## config.mk

```make
export PLATFORM = sky130hd
export DESIGN_NAME = obi_host_mailbox
export DESIGN_NICKNAME = d
export VERILOG_FILES = /design/src/rtl/obi_host_mailbox_pkg.sv /design/src/rtl/mailbox_sync_fifo.sv /design/src/rtl/obi_host_mailbox.sv
export SDC_FILE = /design/constraint.sdc
export NUM_CORES = 1
export LEC_CHECK = 0
export CAP_MARGIN = 0
export CORE_MARGIN = 5
export CORE_UTILIZATION = 50
export CTS_CLUSTER_DIAMETER = 30
export DETAILED_ROUTE_END_ITERATION = 8
export GPL_TIMING_DRIVEN = 0
export PLACE_DENSITY = 0.83
export SYNTH_ARGS = -nofsm -noshare
export SYNTH_HDL_FRONTEND = slang
export SYNTH_SLANG_ARGS = --single-unit
```

## constraint.sdc

```tcl
create_clock -name clk_i -period 4 [get_ports clk_i]
set_clock_uncertainty 0.15 [all_clocks]
set_input_delay 0.8 -clock clk_i [delete_from_list [all_inputs] [get_ports clk_i]]
set_output_delay 0.8 -clock clk_i [all_outputs]
set_load 0.01 [all_outputs]
```

## src/rtl/obi_host_mailbox_pkg.sv

```systemverilog
// Shared definitions for the host<->core OBI mailbox: register offsets,
// STATUS/CTRL bit positions and the STATUS word layout.
package obi_host_mailbox_pkg;

    typedef enum logic [1:0] {
        REG_DATA_TX = 2'd0,
        REG_DATA_RX = 2'd1,
        REG_STATUS  = 2'd2,
        REG_CTRL    = 2'd3
    } reg_off_e;

    localparam int ST_H2C_EMPTY = 0;
    localparam int ST_H2C_FULL  = 1;
    localparam int ST_C2H_EMPTY = 2;
    localparam int ST_C2H_FULL  = 3;
    localparam int ST_OVF       = 4;
    localparam int ST_UDF       = 5;

    localparam int CTRL_IRQ_EN  = 0;
    localparam int CTRL_CLEAR   = 1;

    // STATUS word, MSB first
    typedef struct packed {
        logic [7:0] rsvd_hi;
        logic [7:0] c2h_cnt;
        logic [7:0] h2c_cnt;
        logic [1:0] rsvd_lo;
        logic       udf;
        logic       ovf;
        logic       c2h_full;
        logic       c2h_empty;
        logic       h2c_full;
        logic       h2c_empty;
    } status_t;

endpackage

```

## src/rtl/mailbox_sync_fifo.sv

```systemverilog
// Synchronous first-word-fall-through FIFO with occupancy count.
// Push into a full FIFO and pop from an empty one are ignored; clr_i empties
// the FIFO and overrides any push/pop in the same cycle.
module mailbox_sync_fifo #(
    parameter int DEPTH = 8,
    parameter int WIDTH = 32
) (
    input  logic                   clk_i,
    input  logic                   rst_i,
    input  logic                   clr_i,
    input  logic                   push_i,
    input  logic [WIDTH-1:0]       wdata_i,
    input  logic                   pop_i,
    output logic [WIDTH-1:0]       rdata_o,
    output logic                   full_o,
    output logic                   empty_o,
    output logic [$clog2(DEPTH):0] count_o
);

    localparam int AW = $clog2(DEPTH);

    logic [WIDTH-1:0] r_mem [DEPTH];
    logic [AW-1:0]    r_wptr;
    logic [AW-1:0]    r_rptr;
    logic [AW:0]      r_count;
    logic             w_push;
    logic             w_pop;

    // full/empty come from the registered count, so a pop never frees room
    // for a push in the same cycle
    assign full_o  = (r_count == (AW+1)'(DEPTH));
    assign empty_o = (r_count == '0);
    assign count_o = r_count;
    assign rdata_o = r_mem[r_rptr];
    assign w_push  = push_i & ~full_o & ~clr_i;
    assign w_pop   = pop_i & ~empty_o & ~clr_i;

    // storage array, no reset needed
    always_ff @(posedge clk_i) begin
        if (w_push) r_mem[r_wptr] <= wdata_i;
    end

    // pointers wrap naturally (DEPTH is a power of two); count tracks occupancy
    always_ff @(posedge clk_i) begin
        if (rst_i || clr_i) begin
            r_wptr  <= '0;
            r_rptr  <= '0;
            r_count <= '0;
        end else begin
            if (w_push) r_wptr <= r_wptr + 1'b1;
            if (w_pop)  r_rptr <= r_rptr + 1'b1;
            case ({w_push, w_pop})
                2'b10:   r_count <= r_count + 1'b1;
                2'b01:   r_count <= r_count - 1'b1;
                default: r_count <= r_count;
            endcase
        end
    end

endmodule

```

## src/rtl/obi_host_mailbox.sv

```systemverilog
// OBI responder exposing a two-FIFO mailbox between the core and the
// external host, plus STATUS/CTRL registers and a level interrupt.
module obi_host_mailbox
    import obi_host_mailbox_pkg::*;
#(
    parameter int DEPTH = 8,
    parameter int CNT_W = $clog2(DEPTH) + 1
) (
    input  logic        clk_i,
    input  logic        rst_i,
    input  logic        req_i,
    input  logic        we_i,
    input  logic [3:0]  be_i,
    input  logic [31:0] addr_i,
    input  logic [31:0] wdata_i,
    output logic        gnt_o,
    output logic        rvalid_o,
    output logic [31:0] rdata_o,
    input  logic        host_wvalid_i,
    input  logic [31:0] host_wdata_i,
    output logic        host_wready_o,
    output logic        host_rvalid_o,
    output logic [31:0] host_rdata_o,
    input  logic        host_rready_i,
    output logic        irq_o
);

    reg_off_e    w_off;
    logic        w_wr, w_rd, w_ctrl_wr, w_clear, w_c2h_push, w_h2c_pop;
    logic        w_h2c_full, w_h2c_empty, w_c2h_full, w_c2h_empty;
    logic [31:0] w_h2c_rdata, w_rdata;
    logic [CNT_W-1:0] w_h2c_cnt, w_c2h_cnt;
    status_t     w_status;
    logic        w_unused;

    logic        r_rvalid;
    logic [31:0] r_rdata;
    logic        r_ovf, r_udf, r_irq_en, r_irq;

    assign w_off      = reg_off_e'(addr_i[3:2]);
    assign w_wr       = req_i & we_i;
    assign w_rd       = req_i & ~we_i;
    assign w_ctrl_wr  = w_wr & (w_off == REG_CTRL) & be_i[0];
    assign w_clear    = w_ctrl_wr & wdata_i[CTRL_CLEAR];
    assign w_c2h_push = w_wr & (w_off == REG_DATA_TX);
    assign w_h2c_pop  = w_rd & (w_off == REG_DATA_RX);
    assign w_unused   = ^{addr_i[31:4], addr_i[1:0], be_i[3:1], wdata_i[31:2]};

    mailbox_sync_fifo #(.DEPTH(DEPTH), .WIDTH(32)) u_h2c (
        .clk_i(clk_i), .rst_i(rst_i), .clr_i(w_clear),
        .push_i(host_wvalid_i), .wdata_i(host_wdata_i),
        .pop_i(w_h2c_pop), .rdata_o(w_h2c_rdata),
        .full_o(w_h2c_full), .empty_o(w_h2c_empty), .count_o(w_h2c_cnt)
    );

    mailbox_sync_fifo #(.DEPTH(DEPTH), .WIDTH(32)) u_c2h (
        .clk_i(clk_i), .rst_i(rst_i), .clr_i(w_clear),
        .push_i(w_c2h_push), .wdata_i(wdata_i),
        .pop_i(host_rready_i), .rdata_o(host_rdata_o),
        .full_o(w_c2h_full), .empty_o(w_c2h_empty), .count_o(w_c2h_cnt)
    );

    assign gnt_o         = req_i;
    assign rvalid_o      = r_rvalid;
    assign rdata_o       = r_rdata;
    assign host_wready_o = ~w_h2c_full;
    assign host_rvalid_o = ~w_c2h_empty;
    assign irq_o         = r_irq;

    // assemble STATUS from FIFO flags, counts and sticky bits
    always_comb begin
        w_status           = '0;
        w_status.h2c_empty = w_h2c_empty;
        w_status.h2c_full  = w_h2c_full;
        w_status.c2h_empty = w_c2h_empty;
        w_status.c2h_full  = w_c2h_full;
        w_status.ovf       = r_ovf;
        w_status.udf       = r_udf;
        w_status.h2c_cnt   = 8'(w_h2c_cnt);
        w_status.c2h_cnt   = 8'(w_c2h_cnt);
    end

    // read mux; writes and idle cycles return zero
    always_comb begin
        w_rdata = '0;
        if (w_rd) begin
            case (w_off)
                REG_DATA_TX: w_rdata = '0;
                REG_DATA_RX: w_rdata = w_h2c_empty ? 32'h0 : w_h2c_rdata;
                REG_STATUS:  w_rdata = w_status;
                REG_CTRL:    w_rdata = {31'h0, r_irq_en};
                default:     w_rdata = '0;
            endcase
        end
    end

    // one-cycle OBI response: rvalid follows every granted request
    always_ff @(posedge clk_i) begin
        if (rst_i) begin
            r_rvalid <= 1'b0;
            r_rdata  <= '0;
        end else begin
            r_rvalid <= req_i;
            r_rdata  <= w_rdata;
        end
    end

    // sticky overflow/underflow, cleared by reset or CTRL.clear
    always_ff @(posedge clk_i) begin
        if (rst_i || w_clear) begin
            r_ovf <= 1'b0;
            r_udf <= 1'b0;
        end else begin
            if (w_c2h_push && w_c2h_full)  r_ovf <= 1'b1;
            if (w_h2c_pop  && w_h2c_empty) r_udf <= 1'b1;
        end
    end

    // CTRL.irq_en register and registered level interrupt
    always_ff @(posedge clk_i) begin
        if (rst_i) begin
            r_irq_en <= 1'b0;
            r_irq    <= 1'b0;
        end else begin
            if (w_ctrl_wr) r_irq_en <= wdata_i[CTRL_IRQ_EN];
            r_irq <= r_irq_en & ~w_h2c_empty;
        end
    end

endmodule

```

==> results of run 1 <==
==> layer usage <==
| metal | GRT usage (%) | vias to the layer above | wire (um) |
|---|---|---|---|
| met5 | 0 | - | 55 |
| met4 | 8.21 | 8 | 1530 |
| met3 | 6.40 | 119 | 4670 |
| met2 | 37.1 | 626 | 26100 |
| met1 | 26.0 | 5838 | 18400 |
| li1 | - | 4784 | - |
==> flip-flops by register name (all words and copies together), names as in the netlist, named ones only <==
signal and cells:
u_h2c.count_o 4, rdata_o 32, u_h2c.r_rptr 3, u_h2c.r_wptr 3
u_c2h.count_o 4, rvalid_o 1, r_ovf 1, u_c2h.r_rptr 3
u_c2h.r_wptr 3, r_udf 1, r_irq_en 1, irq_o 1
u_h2c.r_mem 256, u_c2h.r_mem 256
==> worst min-delay path: stages (launching register included) <==
cell	delay [ns]
dfxtp_1	0.32
a21oi_1	0.04
nor2_1	0.07
==> worst max path at each step <==
| stage | start | cells past startpoint | slack (ns) | endpoint |
|---|---|---|---|---|
| 2_1_floorplan | addr_i[2] | 4 | 0.47 | u_c2h.r_mem[2][0] |
| 3_3_place_gp | wdata_i[1] | 5 | -1.57 | u_h2c.r_mem[2][23] |
| 3_5_place_dp | wdata_i[1] | 7 | 0.05 | u_h2c.r_mem[0][25] |
| 4_1_cts | flop | 5 | -0.02 | host_rdata_o[23] |
| 5_1_grt | flop | 4 | 0.15 | host_rdata_o[1] |
| 6_report | flop | 4 | 0.21 | host_rdata_o[2] |
==> where the power goes <==
part	leakage, uW	internal, uW	total (uW)	switching (uW)
logic	0.00217	388	765	377
registers	0.00514	6630	6670	36.1
clock network	0.00172	5690	8740	3050
total	0.00903	12700	16200	3460
==> area by class of cell <==
cell class / instances / area, um^2
clock inverters: 78 / 970
diodes: 1 / 2.50
fillers: 2690 / 15000
clock buffers: 110 / 2580
well taps: 585 / 732
plain buffers: 54 / 330
inverters: 3 / 11.3
flip-flops and latches: 575 / 16600
multi-input cells: 399 / 4870
repair buffers: 160 / 1850
==> timing repair <==
| action | 4_1_cts | 5_1_grt |
|---|---|---|
| resized for setup | 2 | 7 |
| cloned | 0 | 0 |
| setup endpoints to repair | 25 | 24 |
==> cells in the final DEF, fill, tap and decap left out, types with 5 or more instances in the layout <==
master and count:
buf_6 9, nor2_4 12, mux2_2 33, buf_16 9, inv_6 12, clkinv_4 9
clkbuf_16 100, nand3_1 8, dfxtp_1 63, bufinv_16 15, mux4_2 118, o211ai_1 11
edfxtp_1 512, nor2_1 38, clkinv_2 18, clkinvlp_4 8, buf_4 7, nand2b_1 7
a22oi_1 11, buf_12 7, clkbuf_1 16, clkbuf_2 5, xor2_1 12, clkinv_1 10
a21oi_1 19, mux2i_1 46, nand2_1 22, o21ai_0 6, buf_2 22, ha_1 10
clkdlybuf4s50_1 140
==> cells by family (layout without fill, tap and decap cells) <==
group | count (synthesis) | after routing | synth area share [%]
fa+ha+maj | 10 | 10 | 0.576
xor+xnor | 13 | 13 | 0.524
buf+inv | 57 | 405 | 1.54
other cells | 0 | 1 | 0
flops | 575 | 575 | 76.6
mux | 197 | 197 | 16.1
compound gates | 60 | 60 | 1.81
simple gates | 119 | 119 | 2.86
==> through the flow <==
stage,std cells,worst slack [ns],utilization [%],total power (uW)
6_report,1965,0.206,65.1,16200
5_1_grt,1964,0.148,65.1,16700
4_1_cts,1964,-0.0245,65.1,16300
3_5_place_dp,1776,0.0456,56.8,7540
3_3_place_gp,1756,-1.57,55.5,7480
2_1_floorplan,1031,0.472,-,7190
==> run_results.csv, run 1 <==
group,metric,value,unit
run_status,status,"complete, no violations",
worst_hold_path,hold_depth,2,
setup_path,regToRegStartpoint,"u_h2c.count_o[0]",
sta,final.setup.tns,0,ns
setup_path,arrival,2.84,ns
clock_tree,numCtsBuffers,99,
clock_tree,htree_levels,3,
setup_path,worstSetupPathType,"reg2out",
floorplanning,fp.dieH,218,um
sta,period_share,94.8,%
setup_path,timing.reg2reg.setup_slack,1.03,ns
grt,grt_overflow,0,
yosys,syn_area,21700,um^2
yosys,yosysMostFrequentCell,"edfxtp_1",
sta,slew_headroom,39.8,%
placement,dp_hpwl,29100,um
yosys,synth_edf_count,512,
yosys,ys_warn_count,0,
yosys,yosysSeqAreaShare,76.6,%
yosys,synthArstFlopShare,0,%
sta,final_hold_viol_count,0,
placement,placed_area,24400,um^2
placement,portBuffers,140,
setup_path,startpoint_type,"flop",
route,antenna_left,0,
sta,max_freq,264,MHz
yosys,syn_nets,1147,
placement,place_congestion,0.774,
yosys,yosys.area.top_type,"edfxtp_1",
route,vias,11375,
clock_tree,cts-root-buf,"clkbuf_16",
grt,antenna_found_initial,5,
setup_path,slowest_stage,"clkbuf_1",
worst_hold_path,min_path_type,"reg2reg",
setup_path,worstRegToRegCells,7,
pwr,power_leakage,0.00903,uW
pwr,cellPowerDensity,578,nW/um^2
final_layout,layout-drive-gt1-share,30.0,%
route,post_drt_wl_per_cell,25.8,um
flow_run,cap_viol_max_count,0,
yosys,ys.flop_type,"edfxtp_1",
worst_hold_path,worstHoldStart,"r_udf",
final_layout,finalNetCount,1408,
setup_path,slowest_delay,0.63,ns
yosys,syn_inst,1031,
route,drc,0,
clock_tree,clkSlewWorstSetupHoldPaths,0.05,ns
clock_tree,post-cts-setup-buffers,0,
yosys,yosys-top-cells-area,"edfxtp_1, mux4_2, dfxtp_1",
setup_path,crit_fanout,10,
setup_path,critical_path.most_common_cell,"clkbuf_1",
yosys,yosysUniqueCellTypes,51,
yosys,ys_ff_latch,575,
setup_path,path_cells,"clkbuf_1, clkbuf_1, mux2_2, clkdlybuf4s50_1",
setup_path,cp_top_family,"buffers and inverters",
sta,hold_ws,0.319,ns
yosys,synthDominantCellAreaShare,70.8,%
final_layout,stdcell_area,28000,um^2
worst_hold_path,min_to,"r_udf",
floorplanning,initial_utilization,50.5,%
final_layout,area_growth,28.9,%
route,dr.pass1.iters,5,
route,totalWireLength,50700,um
route,drt_iter0_drc,1307,
clock_tree,hold_buffers,0,
floorplanning,die_w,218,um
sta,slew_viol_final,0,
clock_tree,clk_latency,0.64,ns
setup_path,reg2reg_to,"u_h2c.r_mem[0][26]",
setup_path,critPathBufInv,3,
yosys,synth_common_cells,"edfxtp_1, mux4_2, dfxtp_1, nor2_1, mux2i_1",
sta,setup_viol,0,
floorplanning,design.core.area,43000,um^2
grt,grt_pass1_vias,12215,
yosys,avgSynthCellArea,21.1,um^2
sta,rsz0062_at_grt,"false",
grt,grt_pass1_wl,76600,um
clock_tree,clk_path_buf_depth,3,
grt,grt.total_usage,21.6,%
floorplanning,ios,175,
sta,worstMarginPinSlew,0.900,ns
floorplanning,fp.dieArea,47700,um^2
floorplanning,rows,76,
grt,grt_start_max_net_pins,25,
clock_tree,cts_sinks,575,
pwr,vdd_drop_max,0.000428,V
setup_path,required,3.05,ns
setup_path,endpoint_kind,"output port",
clock_tree,tritoncts,"yes",
sta,fin_crit,3.79,ns
route,via_per_inst,5.79,
(Power assumes the default switching activity.)
==> run 2: changes to the inputs <==
CTS_BUF_LIST = sky130_fd_sc_hd__clkbuf_16   (was default)
==> run_results.csv, run 2 (same netlist as run 1, synthesis figures left out) <==
group,metric,value,unit
placement,place_congestion,0.774,
clock_tree,clk_path_buf_depth,3,
pwr,comb_power_share,4.8,%
pwr,power_leakage,0.00903,uW
setup_path,path_cells,"clkbuf_1, clkbuf_1, mux2_2, clkdlybuf4s50_1",
floorplanning,rows,76,
pwr,cellPowerDensity,575,nW/um^2
placement,portBuffers,140,
clock_tree,clk_latency,0.63,ns
route,totalWireLength,50300,um
clock_tree,cts_sinks,575,
route,vias,11346,
setup_path,critical_path.most_common_cell,"clkbuf_1",
setup_path,startpoint_type,"flop",
sta,final.setup.tns,0,ns
floorplanning,die_w,218,um
clock_tree,cts-root-buf,"clkbuf_16",
final_layout,final_common_cell,"edfxtp_1",
setup_path,slowest_delay,0.61,ns
grt,grt.total_usage,21.3,%
setup_path,worstSetupPathType,"reg2out",
sta,fin_crit,3.75,ns
clock_tree,numCtsBuffers,99,
route,via_per_inst,5.77,
floorplanning,fp.dieH,218,um
grt,grt_overflow,0,
route,post_drt_wl_per_cell,25.6,um
final_layout,stdcell_area,27900,um^2
clock_tree,tritoncts,"yes",
pwr,clockPowerShare,53.7,%
setup_path,slowest_stage,"clkbuf_1",
final_layout,finalNetCount,1408,
sta,setup_viol,0,
setup_path,endpoint_kind,"output port",
pwr,p_int,12600,uW
run_status,status,"complete, no violations",
worst_hold_path,min_path_type,"reg2reg",
pwr,switchingPower,3450,uW
floorplanning,fp.dieArea,47700,um^2
clock_tree,htree_levels,3,
grt,grt_start_max_net_pins,25,
pwr,vdd_drop_max,0.000425,V
route,antenna_left,0,
sta,slew_headroom,39.0,%
sta,final_hold_viol_count,0,
sta,slew_viol_final,0,
placement,dp_hpwl,29100,um
pwr,swShare,21.5,%
floorplanning,initial_utilization,50.5,%
final_layout,fill_cells,2704,
setup_path,required,3.05,ns
sta,rsz0062_at_grt,"false",
final_layout,final_cell_mix,"edfxtp_1, clkdlybuf4s50_1, mux4_2, clkbuf_16, dfxtp_1",
setup_path,arrival,2.80,ns
grt,grt_pass1_wl,75600,um
sta,max_freq,266,MHz
route,drc,0,
floorplanning,design.core.area,43000,um^2
sta,worstMarginPinSlew,0.912,ns
final_layout,layout-drive-gt1-share,29.8,%
route,dr.pass1.iters,6,
grt,antenna_found_initial,5,
floorplanning,ios,175,
sta,period_share,93.8,%
final_layout,area_growth,28.7,%
clock_tree,hold_buffers,0,
grt,grt_pass1_vias,12214,
flow_run,cap_viol_max_count,0,
route,drt_iter0_drc,1306,
pwr,pwr-share-seq,41.5,%
placement,placed_area,24400,um^2
clock_tree,clkSlewWorstSetupHoldPaths,0.05,ns
setup_path,crit_fanout,10,
-- run 2: critical path, delay by kind of cell (launching register included) --
family	cells	cell delay [ns]
mux	1	0.42
buf+inv	3	1.43
flops	1	0.30
-- run 2: repair_timing --
action	in CTS	in global routing
resized for setup	4	3
setup buffers	0	0
endpoints found under the hold margin	0	0
endpoints found under the setup margin	23	9
-- run 2: worst paths after layout --
check / endpoint / cells past startpoint / slack [ns] / startpoint
setup / recovery: host_rdata_o[2] / 4 / 0.25 / flop
hold / removal: r_udf / 2 / 0.33 / r_udf
hold reg to reg: r_udf / 2 / 0.33 / r_udf
setup reg to reg: u_h2c.r_mem[0][26] / 7 / 1.03 / u_h2c.count_o[0]
-- run 2: final cells by class --
cell class	count	area (um^2)	share of cell area, %
Multi-Input combinational cell	399	4870	17.4
Inverter	3	11.3	0.0403
Tap cell	585	732	2.62
Timing Repair Buffer	160	1850	6.62
Antenna cell	1	2.50	0.00895
Buffer	54	330	1.18
Clock inverter	88	1010	3.60
Clock buffer	100	2500	8.95
Sequential cell	575	16600	59.5
-- run 2: power groups by stage --
stage | Sequential [uW] | Clock [uW] | Combinational (uW)
6_report | 6670 | 8630 | 765
5_1_grt | 6670 | 9080 | 819
4_1_cts | 6670 | 8740 | 773
3_5_place_dp | 6780 | 0 | 754
3_3_place_gp | 6780 | 0 | 697
2_1_floorplan | 6780 | 0 | 410
-- run 2: layer usage --
layer / part of all wire, % / track usage (%) / vias up / wire length, um
li1: - / - / 4778 / -
met5: 0.11 / 0 / - / 55
met1: 37 / 25.6 / 5908 / 18700
met4: 2.9 / 8.23 / 8 / 1440
met3: 8.4 / 6.41 / 113 / 4220
met2: 52 / 36.6 / 539 / 25900
-- run 2: metrics by stage --
step                hold slack (ns)  total power (uW)  util, %  setup WS, ns  std cells
floorplan                     0.281              7190        -         0.472       1031
global route                  0.352             16600     65.0         0.144       1964
global placement              0.304              7480     55.5         -1.57       1756
detailed placement            0.312              7540     56.8        0.0456       1776
finish                        0.326             16100     65.0         0.247       1965
CTS                           0.327             16200     65.0       0.00146       1964
==> run 3: changes to the inputs <==
PLACE_DENSITY = 0.8   (was 0.83)
clock period = 3.9 ns   (was 4 ns; I/O delays follow)
==> run_results.csv, run 3 (same netlist as run 1, synthesis figures left out) <==
group,metric,value,unit
clock_tree,clk_path_buf_depth,3,
pwr,switchingPower,3590,uW
floorplanning,initial_utilization,50.5,%
clock_tree,numCtsBuffers,100,
setup_path,arrival,2.79,ns
floorplanning,die_w,218,um
grt,grt_start_max_net_pins,27,
sta,rsz0062_at_grt,"false",
flow_run,cap_viol_max_count,0,
sta,worstMarginPinSlew,0.950,ns
sta,slew_viol_final,0,
final_layout,final_cell_mix,"edfxtp_1, clkdlybuf4s50_1, mux4_2, clkbuf_16, dfxtp_1",
route,dr.pass1.iters,5,
final_layout,layout-drive-gt1-share,29.9,%
setup_path,worstSetupPathType,"reg2out",
route,via_per_inst,5.69,
final_layout,fill_cells,2747,
run_status,status,"complete, no violations",
grt,antenna_found_initial,5,
route,vias,11189,
grt,grt_pass1_vias,12003,
route,antenna_left,0,
final_layout,fin_cells,1966,
floorplanning,fp.dieArea,47700,um^2
final_layout,final_common_cell,"edfxtp_1",
sta,max_freq,269,MHz
final_layout,area_growth,28.5,%
setup_path,required,2.97,ns
grt,grt_overflow,0,
pwr,p_int,12700,uW
final_layout,finalNetCount,1409,
clock_tree,clkSlewWorstSetupHoldPaths,0.05,ns
setup_path,startpoint_type,"flop",
floorplanning,rows,76,
clock_tree,cts-root-buf,"clkbuf_16",
sta,hold_ws,0.331,ns
sta,fin_crit,3.72,ns
placement,dp_hpwl,28400,um
sta,final_hold_viol_count,0,
floorplanning,fp.dieH,218,um
worst_hold_path,min_path_type,"reg2reg",
placement,dp_cells,1776,
floorplanning,ios,175,
placement,portBuffers,140,
floorplanning,design.core.area,43000,um^2
pwr,cellPowerDensity,583,nW/um^2
pwr,power_leakage,0.00899,uW
pwr,vdd_drop_max,0.000545,V
route,totalWireLength,48700,um
clock_tree,htree_levels,3,
grt,grt_pass1_wl,74000,um
clock_tree,cts_sinks,575,
route,drc,0,
clock_tree,clk_latency,0.65,ns
pwr,pwr-share-seq,42.0,%
pwr,swShare,22.0,%
worst_hold_path,hold_depth,2,
pwr,comb_power_share,4.8,%
route,post_drt_wl_per_cell,24.8,um
clock_tree,tritoncts,"yes",
sta,period_share,95.3,%
placement,place_congestion,0.784,
sta,slew_headroom,36.6,%
setup_path,worstRegToRegCells,7,
sta,setup_viol,0,
pwr,clockPowerShare,53.2,%
route,drt_iter0_drc,1124,
setup_path,endpoint_kind,"output port",
grt,grt.total_usage,20.8,%
setup_path,crit_fanout,10,
run 3: cell types whose count changed in the layout (fill, tap and decap cells not counted), sizes merged:
cell / delta
bufinv: -5
diode: +1
inv: +4
buf: +1
clkinv: -8
clkinvlp: +8
run 3: what timing repair did:
| action | CTS | global route |
|---|---|---|
| pin swaps | 0 | 0 |
| endpoints found under the hold margin | 0 | 0 |
| resized for setup | 5 | 4 |
| hold buffers | 0 | 0 |
| setup endpoints to repair | 29 | 10 |
| setup buffers | 0 | 0 |
run 3: power groups by stage:
stage / logic (uW) / clock network, uW / registers [uW]
3_3_place_gp: 716 / 0 / 6950
2_1_floorplan: 420 / 0 / 6950
3_5_place_dp: 775 / 0 / 6950
5_1_grt: 834 / 9120 / 6840
4_1_cts: 786 / 8780 / 6840
6_report: 778 / 8660 / 6840
run 3: cell type report:
class                           instances  area [um^2]  area share (%)
Sequential cell                       575        16600            59.6
Multi-Input combinational cell        399         4870            17.5
Clock buffer                          101         2530            9.06
Timing Repair Buffer                  160         1850            6.65
Clock inverter                         87          928            3.33
Tap cell                              585          732            2.62
Buffer                                 54          332            1.19
Inverter                                3         11.3          0.0404
Antenna cell                            2         5.00          0.0179
run 3: per-layer routing:
layer / vias to the layer above / share of wire, % / GRT usage [%] / routed length (um)
li1: 4787 / - / - / -
met1: 5809 / 37 / 25.2 / 18000
met2: 475 / 52 / 35.9 / 25500
met3: 110 / 7.7 / 5.69 / 3770
met4: 8 / 2.9 / 7.85 / 1390
met5: - / 0.11 / 0 / 55
run 3: path summary, 6_finish.rpt:
path                       end  slack (ns)             start
max reg2reg  u_h2c.r_mem[0][5]        1.00  u_h2c.count_o[0]
min                      r_ovf        0.33             r_ovf
min reg2reg              r_ovf        0.33             r_ovf
max           host_rdata_o[19]        0.18              flop
run 3: stage by stage:
stage	power, uW	instance area [um^2]	setup TNS, ns	utilization [%]	setup slack, ns
2_1_floorplan	7370	21700	0	-	0.392
3_3_place_gp	7670	23900	-749.48	55.5	-1.70
3_5_place_dp	7730	24400	-0.306	56.8	-0.0291
4_1_cts	16400	27900	0	64.9	0.0383
5_1_grt	16800	27900	0	64.9	0.0446
6_report	16300	27900	0	64.9	0.183
run 3: worst max-delay path, stage by stage, from the launching register on:
cell and delay (ns):
dfxtp_1 0.32, clkbuf_1 0.32, clkbuf_1 0.59, mux2_2 0.42
clkdlybuf4s50_1 0.50
